$ cat config.mk
export PLATFORM = sky130hd
export DESIGN_NAME = execute_stage
export DESIGN_NICKNAME = d
export VERILOG_FILES = /design/src/rtl/execute_stage.sv
export SDC_FILE = /design/constraint.sdc
export NUM_CORES = 1
export LEC_CHECK = 0
export ABC_AREA = 1
export CAP_MARGIN = 15
export CORE_MARGIN = 8
export CORE_UTILIZATION = 48
export DETAILED_ROUTE_END_ITERATION = 10
export PLACE_DENSITY = 0.84
export SLEW_MARGIN = 0
export SYNTH_ARGS = -nofsm -noshare
export SYNTH_HDL_FRONTEND = slang
export SYNTH_SLANG_ARGS = --single-unit
$ cat constraint.sdc
create_clock -name clk -period 2.8 [get_ports clk]
set_clock_uncertainty 0.05 [all_clocks]
set_input_delay 0.7 -clock clk [delete_from_list [all_inputs] [get_ports clk]]
set_output_delay 0.7 -clock clk [all_outputs]
set_load 0.03 [all_outputs]
$ cat src/rtl/execute_stage.sv
// rtl/execute_stage.sv - MIPS execute stage: forwarding, ALU, branch target, EX/MEM register
//
// Ports:
//   clk, reset_n                 pipeline clock, asynchronous active-low reset
//   rd1E, rd2E, RtE, RdE         operands and candidate destinations from ID/EX
//   signimmE, pcplus4E, validE   immediate, PC+4, slot-valid from ID/EX
//   regwriteE..regdstE           decoded control bits
//   alucontrolE                  ALU operation select
//   forwardAE, forwardBE         forwarding selects from the hazard unit
//   resultW                      writeback result, forwarding source
//   stallM, flushM               EX/MEM hold / bubble control (flush wins)
//   writeregE                    combinational destination register to hazard unit
//   *M outputs                   registered EX/MEM contents
module execute_stage (
    input  logic        clk,
    input  logic        reset_n,
    input  logic [31:0] rd1E,
    input  logic [31:0] rd2E,
    input  logic [4:0]  RtE,
    input  logic [4:0]  RdE,
    input  logic [31:0] signimmE,
    input  logic [31:0] pcplus4E,
    input  logic        validE,
    input  logic        regwriteE,
    input  logic        memtoregE,
    input  logic        memwriteE,
    input  logic        branchE,
    input  logic        alusrcE,
    input  logic        regdstE,
    input  logic [2:0]  alucontrolE,
    input  logic [1:0]  forwardAE,
    input  logic [1:0]  forwardBE,
    input  logic [31:0] resultW,
    input  logic        stallM,
    input  logic        flushM,
    output logic [4:0]  writeregE,
    output logic [31:0] aluoutM,
    output logic [31:0] writedataM,
    output logic [31:0] pcbranchM,
    output logic [4:0]  writeregM,
    output logic        zeroM,
    output logic        validM,
    output logic        regwriteM,
    output logic        memtoregM,
    output logic        memwriteM,
    output logic        branchM
);

    logic [31:0] srca;
    logic [31:0] fwd_b;
    logic [31:0] srcb;
    logic [31:0] alu_result;
    logic [31:0] pcbranch;

    // Forwarding select 10 takes aluoutM as it stands before the edge,
    // i.e. the result of the instruction now in MEM.
    always_comb begin
        case (forwardAE)
            2'b01:   srca = resultW;
            2'b10:   srca = aluoutM;
            default: srca = rd1E;
        endcase
        case (forwardBE)
            2'b01:   fwd_b = resultW;
            2'b10:   fwd_b = aluoutM;
            default: fwd_b = rd2E;
        endcase
    end

    // Store data is always the forwarded B operand, never the immediate.
    assign srcb = alusrcE ? signimmE : fwd_b;

    always_comb begin
        case (alucontrolE)
            3'b000:  alu_result = srca & srcb;
            3'b001:  alu_result = srca | srcb;
            3'b010:  alu_result = srca + srcb;
            3'b110:  alu_result = srca - srcb;
            // True signed compare; the sign of A-B is wrong on overflow.
            3'b111:  alu_result = {31'd0, $signed(srca) < $signed(srcb)};
            3'b100:  alu_result = srca & ~srcb;
            3'b101:  alu_result = srca | ~srcb;
            default: alu_result = 32'd0;
        endcase
    end

    assign writeregE = regdstE ? RdE : RtE;
    assign pcbranch  = pcplus4E + {signimmE[29:0], 2'b00};

    // Flush beats stall: a flushed slot becomes a bubble even while held.
    always_ff @(posedge clk or negedge reset_n) begin
        if (!reset_n) begin
            aluoutM    <= 32'd0;
            writedataM <= 32'd0;
            pcbranchM  <= 32'd0;
            writeregM  <= 5'd0;
            zeroM      <= 1'b0;
            validM     <= 1'b0;
            regwriteM  <= 1'b0;
            memtoregM  <= 1'b0;
            memwriteM  <= 1'b0;
            branchM    <= 1'b0;
        end else if (flushM) begin
            aluoutM    <= 32'd0;
            writedataM <= 32'd0;
            pcbranchM  <= 32'd0;
            writeregM  <= 5'd0;
            zeroM      <= 1'b0;
            validM     <= 1'b0;
            regwriteM  <= 1'b0;
            memtoregM  <= 1'b0;
            memwriteM  <= 1'b0;
            branchM    <= 1'b0;
        end else if (!stallM) begin
            aluoutM    <= alu_result;
            writedataM <= fwd_b;
            pcbranchM  <= pcbranch;
            writeregM  <= writeregE;
            zeroM      <= (alu_result == 32'd0);
            validM     <= validE;
            regwriteM  <= regwriteE;
            memtoregM  <= memtoregE;
            memwriteM  <= memwriteE;
            branchM    <= branchE;
        end
    end

endmodule
==> results by stage, run 1 <==
Yosys:
- The net count of the mapped netlist is 2627.
- The most used standard cell by instance count after synthesis is nand2_1.
- The proportion of register bits with asynchronous set or reset after synthesis is 100%.
- The post-synthesis cell type with the largest combined area is nand2_1.
- The synthesized instance count is 2340.
- Synthesis instantiated 52 different standard cells from the library.
- For this run, the leading register cell type out of synthesis is dfrtp_1.
- In this run the mean area of a mapped cell was 5.84 um^2.
- The share of the Yosys chip area taken by registers is 19.6%.
- By count the netlist is led by 744 x nand2_1, 285 x inv_1, 236 x nand3_1.
- Summed over its instances, the top area cell type makes up 20.4% of the synthesized netlist area.
- In this run, synthesis produced a sequential element count of between 100 and 150.
- The number of enable flip-flop cells after synthesis is 0.
- Ranked by total cell area, the synthesized netlist is headed by nand2_1 20%, dfrtp_1 20%, ha_1 8.8%, nand3_1 8.6%, inv_1 7.8%.
- During synthesis, Yosys emitted a total of 0 warnings.
- The mapped netlist covers about 14000 um^2.

Clocking:
- The TritonCTS buffer count is 9.
- No sink is reached through more buffers than the 2 on the longest clock path.
- The maximum level of the CTS H-tree is 3.
- The root buffer selected by CTS is clkbuf_16.
- The number of sinks on the clock net is 107.

Global routing:
- The total routing resource utilization after global routing is 85.7%.
- Entering global routing, the biggest net connects 74 pins.
- After global routing the overflow that remains totals 710.

Placement:
- Including well taps, the total number of placed cells is roughly 3500.
- The post-DP HPWL is 59100 um.
- The worst setup slack after placement is -1990 ps.
- The last weighted congestion value of the routability-driven placer is 1.08.
- Buffers placed on the I/O ports in this run total approximately 300.

Die:
- The number of I/O pins is 300.
- The starting density of the core is 48.9%.
- The number of placement rows is 61.
- The die is 185 um wide.
- The die is 185 um tall.

Run status:
- The flow did not finish.
- The first error in the log reads "[ERROR GRT-0232] Routing congestion too high. Check the congestion heatmap in the GUI".
- The flow stopped in global routing (5_1_grt).

STA:
- The kind of pin the worst path terminates on is a register data pin.
- The last worst endpoint in the global-route repair_timing is zeroM$_DFFE_PN0P_/D.
-- what timing repair did --
| item | 4_1_cts |
|---|---|
| hold buffers | 0 |
| cloned | 8 |
| resized for setup | 505 |
| setup buffers | 59 |
| pin swaps | 162 |
| hold endpoints to repair | 0 |
| endpoints found under the setup margin | 52 |
-- metal layers --
| layer | global-route usage (%) | GRT overflow |
|---|---|---|
| met5 | 49.1 | 5 |
| met4 | 93.8 | 251 |
| met3 | 77.5 | 17 |
| met2 | 99.1 | 412 |
| met1 | 79.8 | 25 |
-- kinds of logic after synthesis --
| group | Yosys count | share of synthesized area (%) |
|---|---|---|
| buf+inv | 398 | 11.7 |
| simple gates | 1277 | 39.5 |
| compound gates | 447 | 19.2 |
| xor+xnor | 12 | 0.769 |
| flops | 107 | 19.6 |
| fa+ha+maj | 99 | 9.22 |
-- per-stage QoR --
step / cell area [um^2] / hold WS, ps / util (%) / setup TNS (ps)
floorplan: 14500 / 354 / - / -6570
global placement: 21600 / 412 / 77.2 / -61070
CTS: 24100 / 127 / 86.5 / -14930
detailed placement: 21600 / 424 / 77.2 / -65990
==> run 2: changes to the inputs <==
--- a/config.mk
+++ b/config.mk
@@ -8,9 +8,9 @@
 export ABC_AREA = 1
 export CAP_MARGIN = 15
 export CORE_MARGIN = 8
-export CORE_UTILIZATION = 48
+export CORE_UTILIZATION = 40
 export DETAILED_ROUTE_END_ITERATION = 10
-export PLACE_DENSITY = 0.84
+export PLACE_DENSITY_LB_ADDON = 0.15
 export SLEW_MARGIN = 0
 export SYNTH_ARGS = -nofsm -noshare
 export SYNTH_HDL_FRONTEND = slang
==> constraint.sdc (replaced) <==
create_clock -name clk -period 3.65 [get_ports clk]
set_clock_uncertainty 0.05 [all_clocks]
set_input_delay 0.9125 -clock clk [delete_from_list [all_inputs] [get_ports clk]]
set_output_delay 0.9125 -clock clk [all_outputs]
set_load 0.03 [all_outputs]
==> run 2 against run 1 <==
  * The flow now finishes, with violations (setup timing)
  * Synthesized cell count unchanged
  * Area after synthesis unchanged
==> results by stage, run 2 <==
Layout:
- The largest registers in the layout are aluoutM (32), pcbranchM (32), writedataM (32).
- The library cell used most frequently in the layout, excluding fill and tap cells, is nand2_1.
- The final net count is 3433.
- Of the cells placed in the final design, the portion with a size suffix greater than 1 is between 40% and 50%.
- Relative to the synthesized area, the layout overhead comes to 88.0%.
- The final cell count without fillers is 3601.
- The top cell types in the final layout, fill and taps aside, are 587 x nand2_1, 498 x buf_4, 291 x clkdlybuf4s50_1.

STA:
- The number of slew-limit violations in the final report was 0.
- The hold violation count in the final report is 0.
- The post-route clock period utilization is 108%.
- Subtracting the final worst setup slack from the clock period gives slightly below 4000 ps.
- The worst hold slack across all endpoints is about 440 ps.
- For the pin with the worst max-slew slack, the measured transition is 737 ps.
- The worst slew margin relative to its limit is 50.8%.
- Setup slack on the critical path of the routed design comes to -276 ps.
- Static timing analysis puts the maximum clock frequency at between 200 and 300 MHz.
- Setup violations remaining at the end of the flow were counted as 17.
- Setup repair after global routing could not meet its margin everywhere.

Run status:
- The final reports fail on setup timing.
- The flow ran to the end, but the final reports show violations.

Die:
- The starting density of the core came to 40.7% (-8.3 points).
- The die covers between 40000 and 50000 um^2.
- The x dimension of the die was 201 um (+8.7%).
- The height of the chip is 201 um (+8.7%).
- The number of placement rows came to 67 (+9.8%).
- The number of I/O pins is 300 (unchanged).
- The core area is 33600 um^2.

Drt:
- The final routed DRC violation total is 0.
- The total detailed-routing wirelength is 81900 um.
- The detailed-routing iteration count for the pre-antenna-repair pass is 6.
- The routed length per instance is 22.7 um.
- Using the TritonRoute via totals, the vias-per-cell ratio works out to approximately 5.7.
- The detail route stage leaves a number of antenna-violating nets equal to 0.
- The starting DRC count in detailed routing is 2207.
- The via count is about 21000.

Power:
- The sequential share of power is 14.9%.
- Per report_power, the clock group accounts for between 10% and 20% of the total.
- The leakage power figure is 12.2 nW.
- The internal power component is 0.00485 W.
- The power per cell area is 362 nW/um^2.
- The combinational fraction of design power is 73.8%.
- The switching power of the nets is 0.00445 W.
- The maximum vdd ir drop is approximately 0.00028 V.
- The net switching fraction of the power is roughly 48%.

Yosys:
- The share of the synthesized area in the top cell type came to 20.4% (unchanged).
- The fraction of the mapped netlist area in simple logic gates came to 39.5% (unchanged).
- Summed over all instances, the cell type with the most area after synthesis is nand2_1.
- The synthesized instance count is 2340 (unchanged).
- After synthesis, the largest family of logic cells by area is simple AND/OR/NAND/NOR gates.
- The post-synthesis xor/xnor area fraction came to 0.769% (unchanged).
- The number of distinct library cells after synthesis is 52 (unchanged).
- The number of enable flip-flop cells after synthesis was 0 (unchanged).
- The share of the synthesized area in compound gates (AO/OA/AOI/OAI) came to 19.2% (unchanged).
- The adder-cell share of the synthesized area is 9.22% (unchanged).
- The mux share of post-synthesis cell area is 0% (unchanged).
- The synthesized area per cell was 5.84 um^2 (unchanged).
- The net count of the mapped netlist is 2627 (unchanged).
- The sequential share of the synthesized area came to 19.6% (unchanged).
- By instance count, the leading cell after synthesis is nand2_1.
- By count the netlist is led by 744 x nand2_1, 285 x inv_1, 236 x nand3_1.
- The most used flip-flop cell after synthesis is dfrtp_1.
- The cell area after synthesis is 13700 um^2 (unchanged).
- The proportion of register bits with asynchronous set or reset after synthesis is 100% (unchanged).
- The total of flip-flops plus latches after synthesis was 107 (unchanged).
- The synthesis warning total came to 0 (unchanged).
- Sorting the synthesized cells by area gives the leading types as nand2_1 20%, dfrtp_1 20%, ha_1 8.8%, nand3_1 8.6%, inv_1 7.8%.

Global routing:
- The number of global-route vias before repair is about 21000.
- The total routing resource utilization after global routing is 36.8%.
- The first-pass GRT wire length is 118000 um.
- The largest net degree at the start of global routing is 108.
- The remaining global-route overflow is 0.
- The number of antenna violations at the first check in global routing is 4.

Clocking:
- The number of buffers on the longest clock path is 2 (unchanged).
- Clock-pin slew was measured on the worst setup and hold paths at approximately 90 ps.
- TritonCTS built the clock tree.
- The TritonCTS buffer count is 9 (unchanged).
- The number of sinks on the clock net came to 107 (unchanged).
- The tree is rooted in a clkbuf_16.
- The number of hold-repair buffers added at the cts stage was 0 (unchanged).
- Clock latency on the worst-skew pair, taken at its later pin, is 380 ps.
- The maximum level of the CTS H-tree is 3 (unchanged).

Critical path:
- The maximum fanout count along the critical path is 6.
- The arrival time at the worst endpoint is 4150 ps.
- The kind of capture point of the worst setup path is a flop.
- The critical path in this run is classified as input port to flop.
- The worst setup path is launched from an input port.
- The worst path required time is between 3000 and 4000 ps.

Placement:
- The number of buffers inserted by port buffering is 299 (unchanged).
- The worst setup slack after placement is -1620 ps (+377 ps).
- The number of placed cells counting well taps is 3452 (-0.058%).
- The post-DP HPWL is 59400 um (+0.50%).
- The last weighted congestion value of the routability-driven placer is 1.02 (-5.4%).

Min path:
- The classification of the worst-slack hold path is flop to flop.

Job:
- The tool flagged a number of max-cap violations equal to 0.
==> run 2: timing repair <==
| action | 4_1_cts | 5_1_grt |
|---|---|---|
| pin swaps | 164 | 149 |
| setup buffers | 79 | 49 |
| setup endpoints to repair | 33 | 35 |
| cloned | 10 | 4 |
| gates resized for setup | 602 | 383 |
==> run 2: layer usage <==
layer	vias to the layer above	share of wire (%)	track usage, %
li1	9268	-	-
met1	9709	37	44.5
met2	1345	46	60.9
met3	347	11	8.63
met4	4	6.1	17.5
met5	-	0.034	0
==> run 2: critical path: stages <==
cell and delay [ps]:
buf_4 130, ha_4 300, clkinv_8 90, buf_16 160, or2_2 280, nand2_2 100, inv_2 100, ha_4 310
buf_6 160, nor2_4 200, nand2_4 80, nor2_4 130, nand4_1 250, buf_4 220, buf_4 120, nand4_1 90
nand3_2 110, nand2_1 100, nor2_2 50, nand2_1 70, nor2_2 50, nand3_2 50, o21bai_1 70
==> run 2: cells by family after synthesis <==
group / count (synthesis)
and+or+nand+nor: 1277
AOI/OAI and AO/OA: 447
buffers and inverters: 398
DFF: 107
adders and majority gates: 99
xor gates and xnor gates: 12
==> run 2: final cells by class <==
class	count	area, um^2
diodes	2	5.00
clock buffers	9	225
clock inverters	7	75.1
fillers	2505	7900
inverters	299	1170
multi-input cells	1835	12700
flip-flops and latches	107	2680
well taps	448	561
repair buffers	894	8260
==> run 2: path summary, 6_finish.rpt <==
path	slack, ps	startpoint	cells past startpoint	to
setup / recovery	-280	forwardAE[1]	23	zeroM$_DFFE_PN0P_
hold / removal	440	pcbranchM[28]$_DFFE_PN0P_	2	pcbranchM[28]$_DFFE_PN0P_
setup reg to reg	360	aluoutM[0]$_DFFE_PN0P_	23	zeroM$_DFFE_PN0P_
hold reg to reg	440	pcbranchM[28]$_DFFE_PN0P_	2	pcbranchM[28]$_DFFE_PN0P_
max in group asynchronous	2520	reset_n	2	writeregM[4]$_DFFE_PN0P_
min in group asynchronous	560	reset_n	2	regwriteM$_DFFE_PN0P_
==> run 2: power by group through the flow <==
stage	clock network, W	logic [W]	registers, W
after detailed placement	0	0.00482	0.00139
after CTS	0.00106	0.00596	0.00137
after global placement	0	0.00478	0.00139
final	0.00105	0.00686	0.00138
after global routing	0.00110	0.00721	0.00139
after floorplan	0	0.00216	0.00157
==> run 2: per-stage QoR <==
step / cell area (um^2) / TNS (ps) / power [W] / utilization (%)
floorplan: 13800 / 0 / 0.00373 / -
global placement: 20500 / -37120 / 0.00617 / 61.1
detailed placement: 20500 / -38070 / 0.00622 / 61.1
CTS: 23900 / -479 / 0.00839 / 71.0
global route: 25700 / -3480 / 0.00970 / 76.5
finish: 25700 / -1920 / 0.00930 / 76.5
(Power assumes the default switching activity.)
==> run 3: changes to the inputs <==
--- a/config.mk
+++ b/config.mk
@@ -8,7 +8,7 @@
 export ABC_AREA = 1
 export CAP_MARGIN = 15
 export CORE_MARGIN = 8
-export CORE_UTILIZATION = 40
+export CORE_UTILIZATION = 53
 export DETAILED_ROUTE_END_ITERATION = 10
 export PLACE_DENSITY_LB_ADDON = 0.15
 export SLEW_MARGIN = 0
==> run 3 against run 2 <==
  * The run now fails in global routing (5_1_grt)
  * Synthesized cell count unchanged
  * Area after synthesis stayed put
==> results by stage, run 3 <==
Yosys:
- Summed over all instances, the cell type with the most area after synthesis is nand2_1.
- The synthesized area per cell was 5.84 um^2 (unchanged).
- The mux share of post-synthesis cell area is 0% (unchanged).
- In the post-synthesis netlist, the biggest area contributors are nand2_1 20%, dfrtp_1 20%, ha_1 8.8%, nand3_1 8.6%, inv_1 7.8%.
- The post-synthesis xor/xnor area fraction came to 0.769% (unchanged).
- The sequential share of the synthesized area was 19.6% (unchanged).
- The net count of the mapped netlist came to 2627 (unchanged).
- The commonest register cell after synthesis is dfrtp_1.
- The fraction of the mapped netlist area in simple logic gates came to 39.5% (unchanged).
- The share of the synthesized area in compound gates (AO/OA/AOI/OAI) came to 19.2% (unchanged).
- The share of the synthesized area in the top cell type came to 20.4% (unchanged).
- The number of enable flip-flop cells after synthesis came to 0 (unchanged).
- The total of flip-flops plus latches after synthesis was 107 (unchanged).
- The most used standard cell by instance count after synthesis is nand2_1.
- The adder-cell share of the synthesized area is 9.22% (unchanged).
- After synthesis, the largest family of logic cells by area is simple AND/OR/NAND/NOR gates.
- The number of distinct library cells after synthesis is 52 (unchanged).
- The proportion of register bits with asynchronous set or reset after synthesis is 100% (unchanged).
- After synthesis, the most frequently instantiated cells are 744 x nand2_1, 285 x inv_1, 236 x nand3_1.
- The synthesized instance count was 2340 (unchanged).
- The cell area after synthesis was 13700 um^2 (unchanged).
- The synthesis warning total was 0 (unchanged).

Placement:
- The post-DP HPWL is 56100 um (-5.5%).
- The last weighted congestion value of the routability-driven placer was 1.11 (+8.3%).
- The number of buffers inserted by port buffering is 299 (unchanged).

Clocking:
- The number of sinks on the clock net is 107 (unchanged).
- The maximum level of the CTS H-tree is 3 (unchanged).
- The TritonCTS buffer count is 9 (unchanged).
- The number of buffers on the longest clock path is 2 (unchanged).
- The number of hold-repair buffers added at the cts stage is 0 (unchanged).
- The root buffer selected by CTS is clkbuf_16.

Die:
- The starting density of the core is 54.1% (+13 points).
- The number of I/O pins came to 300 (unchanged).
- The number of placement rows came to 58 (-13%).
- The x dimension of the die is 177 um (-12%).
- The height of the chip is 177 um (-12%).

STA:
- After the last repair the worst path ends at a register data pin.
- In the global-route stage, repair_timing last flagged the worst endpoint as zeroM$_DFFE_PN0P_/D.

Global routing:
- The largest net degree at the start of global routing is slightly below 80.

Run status:
- The flow stopped in global routing (5_1_grt).
- The flow did not finish.
- The tool reported: "[ERROR DPL-0038] Utilization greater than 100%, impossible to legalize".
## run 3: cell counts after synthesis
Identical to the previous run, type by type.
## run 3: stage by stage
step | setup WS, ps | area [um^2] | setup TNS (ps) | std cells
floorplan | 1.02 | 13800 | 0 | 2340
global placement | -1520 | 19800 | -31400 | 3261
detailed placement | -1450 | 19800 | -34200 | 3261
CTS | -62.5 | 22600 | -72.0 | 3361
## run 3: logic make-up after synthesis
group,count (synthesis)
AO/OA/AOI/OAI,447
XOR/XNOR,12
adder cells (fa/ha/maj),99
buffers and inverters,398
flip-flops,107
AND/OR/NAND/NOR,1277
## run 3: what timing repair did
item	CTS
endpoints found under the setup margin	33
buffers inserted	76
pin swaps	146
gates resized for setup	479
gates cloned	9
